File: config.mk
export PLATFORM = sky130hd
export DESIGN_NAME = sw_debounce
export DESIGN_NICKNAME = d
export VERILOG_FILES = /design/src/rtl/sw_debounce_pkg.sv /design/src/rtl/sw_debounce_db_bit.sv /design/src/rtl/sw_debounce.sv
export SDC_FILE = /design/constraint.sdc
export NUM_CORES = 1
export LEC_CHECK = 0
export CORE_ASPECT_RATIO = 1.75
export CORE_MARGIN = 8
export CORE_UTILIZATION = 35
export CTS_CLUSTER_DIAMETER = 150
export DETAILED_ROUTE_END_ITERATION = 7
export PLACE_DENSITY = 0.48
export SYNTH_ARGS = -nofsm -noshare
export SYNTH_HDL_FRONTEND = slang
export SYNTH_SLANG_ARGS = --single-unit
File: constraint.sdc
create_clock -name clk -period 2.1 [get_ports clk]
set_input_delay 0.525 -clock clk [delete_from_list [all_inputs] [get_ports clk]]
set_output_delay 0.525 -clock clk [all_outputs]
set_load 0.01 [all_outputs]
File: src/rtl/sw_debounce_pkg.sv
// ============================================================================
// sw_debounce_pkg : shared types and constants for the switch debouncer
// Rev 1.0 - initial release
// ============================================================================
`default_nettype none

package sw_debounce_pkg;

    typedef enum logic [0:0] {
        ST_STABLE  = 1'b0,
        ST_PENDING = 1'b1
    } db_state_e;

    localparam int DEF_STABLE_CYCLES = 100000;
    localparam int SIM_STABLE_CYCLES = 4;

endpackage : sw_debounce_pkg

`default_nettype wire

File: src/rtl/sw_debounce_db_bit.sv
// ============================================================================
// db_bit : single-bit two-flop synchroniser, saturating counter and debounce FSM
// Rev 1.0 - initial release
// ============================================================================
`default_nettype none

module db_bit
    import sw_debounce_pkg::*;
#(
    parameter int   STABLE_CYCLES = DEF_STABLE_CYCLES,
    parameter logic RST_VAL       = 1'b0
) (
    input  logic clk,
    input  logic rstn,
    input  logic i_d,
    output logic o_q,
    output logic o_chg,
    output logic o_flip
);

    localparam int               CNT_W     = $clog2(STABLE_CYCLES + 1);
    localparam logic [CNT_W-1:0] C_CNT_MAX = CNT_W'(STABLE_CYCLES);

    logic             r_sync1;
    logic             r_sync2;
    logic             r_q;
    logic             r_chg;
    logic [CNT_W-1:0] r_cnt;
    db_state_e        r_state;

    logic w_diff;
    logic w_flip;

    assign w_diff = r_sync2 ^ r_q;
    // Flip only once the run of differing samples has reached STABLE_CYCLES+1
    assign w_flip = (r_state == ST_PENDING) && w_diff && (r_cnt == C_CNT_MAX);

    always_ff @(posedge clk or negedge rstn) begin
        if (!rstn) begin
            r_sync1 <= RST_VAL;
            r_sync2 <= RST_VAL;
            r_q     <= RST_VAL;
            r_chg   <= 1'b0;
            r_cnt   <= '0;
            r_state <= ST_STABLE;
        end else begin
            r_sync1 <= i_d;
            r_sync2 <= r_sync1;
            r_chg   <= w_flip;
            case (r_state)
                ST_STABLE: begin
                    if (w_diff) begin
                        r_state <= ST_PENDING;
                        r_cnt   <= CNT_W'(1);
                    end else begin
                        r_cnt   <= '0;
                    end
                end
                ST_PENDING: begin
                    if (!w_diff || w_flip) begin
                        r_state <= ST_STABLE;
                        r_cnt   <= '0;
                        if (w_flip) begin
                            r_q <= ~r_q;
                        end
                    end else begin
                        r_cnt   <= r_cnt + CNT_W'(1);
                    end
                end
                default: begin
                    r_state <= ST_STABLE;
                    r_cnt   <= '0;
                end
            endcase
        end
    end

    assign o_q    = r_q;
    assign o_chg  = r_chg;
    assign o_flip = w_flip;

endmodule : db_bit

`default_nettype wire

File: src/rtl/sw_debounce.sv
// ============================================================================
// sw_debounce : WIDTH-bit switch synchroniser/debouncer with change pulses.
// Optional rise/fall pulse decode enabled by SW_DEBOUNCE_EDGE_EN.
// Rev 1.0 - initial release
// ============================================================================
`default_nettype none

module sw_debounce
    import sw_debounce_pkg::*;
#(
    parameter int               WIDTH         = 8,
    parameter int               STABLE_CYCLES = DEF_STABLE_CYCLES,
    parameter logic [WIDTH-1:0] RST_VAL       = '0
) (
    input  logic             clk,
    input  logic             rstn,
    input  logic [WIDTH-1:0] sw_raw,
    output logic [WIDTH-1:0] sw_db,
    output logic [WIDTH-1:0] sw_chg,
    output logic             any_chg,
    output logic [WIDTH-1:0] sw_rise,
    output logic [WIDTH-1:0] sw_fall
);

    logic [WIDTH-1:0] w_q;
    logic [WIDTH-1:0] w_chg;
    logic [WIDTH-1:0] w_flip;
    logic             r_any;

    for (genvar gi = 0; gi < WIDTH; gi++) begin : g_bit
        db_bit #(
            .STABLE_CYCLES (STABLE_CYCLES),
            .RST_VAL       (RST_VAL[gi])
        ) u_db_bit (
            .clk    (clk),
            .rstn   (rstn),
            .i_d    (sw_raw[gi]),
            .o_q    (w_q[gi]),
            .o_chg  (w_chg[gi]),
            .o_flip (w_flip[gi])
        );
    end

    // Reduce the pre-register flip vector so any_chg lands with sw_chg
    always_ff @(posedge clk or negedge rstn) begin
        if (!rstn) begin
            r_any <= 1'b0;
        end else begin
            r_any <= |w_flip;
        end
    end

`ifdef SW_DEBOUNCE_EDGE_EN
    logic [WIDTH-1:0] r_rise;
    logic [WIDTH-1:0] r_fall;

    always_ff @(posedge clk or negedge rstn) begin
        if (!rstn) begin
            r_rise <= '0;
            r_fall <= '0;
        end else begin
            r_rise <= w_flip & ~w_q;
            r_fall <= w_flip &  w_q;
        end
    end

    assign sw_rise = r_rise;
    assign sw_fall = r_fall;
`else
    assign sw_rise = '0;
    assign sw_fall = '0;
`endif

    assign sw_db   = w_q;
    assign sw_chg  = w_chg;
    assign any_chg = r_any;

endmodule : sw_debounce

`default_nettype wire

==> flow_summary_export.csv <==
group,metric,value,unit
run_status,status,"complete, no violations",
clock_tree,clkTransAtPathRegs,70,ps
synthesis,synth.largest_area_cell,"dfrtp_1",
power_and_ir_drop,comb_power_share,3.4,%
clock_tree,cts_num_sinks,177,
sta,whs,4.313,ps
sta,hold_violations,0,
synthesis,ys_top_cells_by_count,"dfrtp_1, nor2_1, xor2_1",
route,drtPass1Iterations,4,
synthesis,synth_most_common_cell,"dfrtp_1",
synthesis,ys_warn_count,0,
worst_setup_path,crit_arrival,1450,ps
power_and_ir_drop,ir_worst_vdd,0.5204,mV
placement,hpwl,11550,um
route,num_vias,5530,
global_route,grt_pass1_vias,5993,
power_and_ir_drop,p_int,5478,uW
worst_setup_path,start_kind,"flop",
placement,post-place-ws,221.9,ps
global_route,grtUsageTotal,12.04,%
clock_tree,cts.repair.resized,0,
placement,port_buffers,26,
clock_tree,clock_path_buffers,2,
worst_setup_path,worst_path_max_delay_cell,"clkdlybuf4s50_1",
clock_tree,postCtsSetupRepairBufs,0,
die,ios,43,
die,die_h,220.6,um
sta,post-route-min-period,1974,ps
global_route,grt_pass1_wl,28610,um
synthesis,yosys-top-cells-area,"dfrtp_1, xor2_1, nor2_1",
die,die_x,132.9,um
power_and_ir_drop,clkPwrFrac,46.9,%
power_and_ir_drop,swShare,22.13,%
worst_setup_path,path_buf_inv,1,
clock_tree,numCtsBuffers,17,
worst_setup_path,path_cells,"clkdlybuf4s50_1",
synthesis,async_reset_ff_share,100.0,%
synthesis,syn_area,0.008371,mm2
worst_setup_path,required,1570,ps
clock_tree,htreeDepth,4,
min_path,min_path_type,"in2async",
power_and_ir_drop,power_density,735.2,mW/mm2
route,drc,0,
synthesis,synth_cells,804,
synthesis,synth-edff-count,0,
die,fp.coreArea,0.02374,mm2
sta,skew,7.321,ps
route,avgViaCountPerCell,4.743,
clock_tree,ctsHoldBuffers,0,
sta,fmax,506.5,MHz
synthesis,synth_top_area_share,52.91,%
synthesis,syn-mean-instance-area,10.41,um2
clock_tree,clockRootBuffer,"clkbuf_16",
synthesis,synth_cell_types,38,
synthesis,synth-seq-cells,177,
sta,slew_viol_final,0,
worst_setup_path,path_class,"reg2out",
route,first_iter_violations,185,
synthesis,ys_seq_area_share,52.91,%
worst_setup_path,worstPathMaxFanout,3,
sta,setup_viol,0,
synthesis,ys.flop_type,"dfrtp_1",
final_layout,fin_nets,871,
global_route,antenna_found_initial,0,
route,drt_wl_total,16190,um
final_layout,drive_above_1_share,7.343,%
sta,grt_setup_unrepaired,"false",
placement,routabilityCongestion,0.7538,
worst_setup_path,worst_setup_path_end_kind,"primary output",
clock_tree,worstSkewPairLatency,430,ps
global_route,grt_max_degree,69,
sta,setup_ws,125.5,ps
global_route,overflow,0,
sta,finalCritPeriodShare,94.02,%
worst_setup_path,max_stage_delay,600,ps
clock_tree,cts_tree,"done",
final_layout,n_fill_cell,2362,
final_layout,n_antenna_cell,0,
power_and_ir_drop,leakagePower,0.004084,uW
power_and_ir_drop,switching_power,1557,uW
job,maxCapViolCount,0,
die,die_area,0.02932,mm2
worst_setup_path,crit_family,"buffers and inverters",
power_and_ir_drop,p_seq_share,49.7,%
die,initial_utilization,35.26,%
route,wl_per_cell,13.88,um
final_layout,area_delta_synth_final,14.30,%
route,postRouteAntennaNets,0,
sta,final.setup.tns,0,ps
die,rows,75,
==> worst register-to-register path, cell delays in order (launching register included) <==
cell and delay [ps]:
dfrtp_1 420, nor4b_1 380, nand4_1 210, nor4_4 320
buf_4 190, nor2_1 50, and3_1 180
==> final timing paths <==
path,end,cells past startpoint,start,slack [ps]
worst max-delay path,sw_db[4],1,g_bit[4].u_db_bit.o_q$_DFFE_PN0P_,130
worst min-delay path,g_bit[1].u_db_bit.r_cnt[6]$_DFF_PN0_,1,rstn,4
worst max register to register,g_bit[6].u_db_bit.r_cnt[1]$_DFF_PN0_,6,g_bit[6].u_db_bit.r_cnt[3]$_DFF_PN0_,240
worst min register to register,g_bit[3].u_db_bit.r_sync2$_DFF_PN0_,0,g_bit[3].u_db_bit.r_sync1$_DFF_PN0_,350
max in group asynchronous,g_bit[3].u_db_bit.r_cnt[10]$_DFF_PN0_,2,rstn,1430
min in group clk,g_bit[3].u_db_bit.r_sync2$_DFF_PN0_,0,g_bit[3].u_db_bit.r_sync1$_DFF_PN0_,350
==> flip-flops by register name, indices dropped and copies added, names as in the netlist <==
name                    count
any_chg                     1
g_bit.u_db_bit.o_chg        8
g_bit.u_db_bit.o_q          8
g_bit.u_db_bit.r_cnt      136
g_bit.u_db_bit.r_state      8
g_bit.u_db_bit.r_sync1      8
g_bit.u_db_bit.r_sync2      8
==> layout make-up <==
class / instances / area [um2] / area share (%)
flip-flops and latches: 177 / 4429 / 46.29
multi-input cells: 576 / 3588 / 37.50
repair buffers: 49 / 461.7 / 4.825
clock buffers: 21 / 460.4 / 4.812
well taps: 308 / 385.4 / 4.028
clock inverters: 11 / 152.6 / 1.595
inverters: 24 / 90.09 / 0.9415
==> metal layers <==
layer	GRT usage [%]	wire length, um	up-vias
met5	0	0	-
met4	4.717	259	0
met3	2.682	552	16
met2	22.08	8588	75
met1	13.17	6787	2706
li1	-	-	2733
==> kinds of logic after synthesis <==
logic type,after synthesis,synth area share [%]
and+or+nand+nor,390,24.02
DFF,177,52.91
xor gates and xnor gates,138,14.44
buffers and inverters,66,4.888
AOI/OAI and AO/OA,16,1.301
adders and majority gates,16,2.392
other,1,0.04480
==> cells in the final DEF, fill, tap and decap left out, types with 24 or more instances in the layout <==
cell / Yosys / routed
nand4_1: 32 / 32
inv_1: 24 / 24
dfrtp_1: 177 / 177
nand2_1: 49 / 49
clkdlybuf4s50_1: 0 / 25
and3_1: 28 / 28
xnor2_1: 58 / 58
nand3_1: 54 / 54
nor2_1: 157 / 157
xor2_1: 80 / 80
==> power by group through the flow <==
stage	logic (uW)	clock network (uW)	registers [uW]
floorplan	137	0	3550
global placement	254	0	3560
detailed placement	254	0	3560
CTS	254	3420	3500
global route	282	3550	3500
finish	240	3300	3500
==> per-stage QoR <==
| stage | cell area [um2] | utilization, % | cells | total power, uW |
|---|---|---|---|---|
| after floorplan | 8427 | - | 819 | 3688 |
| after global placement | 8955 | 37.72 | 1134 | 3816 |
| after detailed placement | 8955 | 37.72 | 1134 | 3815 |
| after CTS | 9568 | 40.30 | 1166 | 7167 |
| after global routing | 9568 | 40.30 | 1166 | 7336 |
| final | 9568 | 40.30 | 1166 | 7034 |
(Power assumes the default switching activity.)
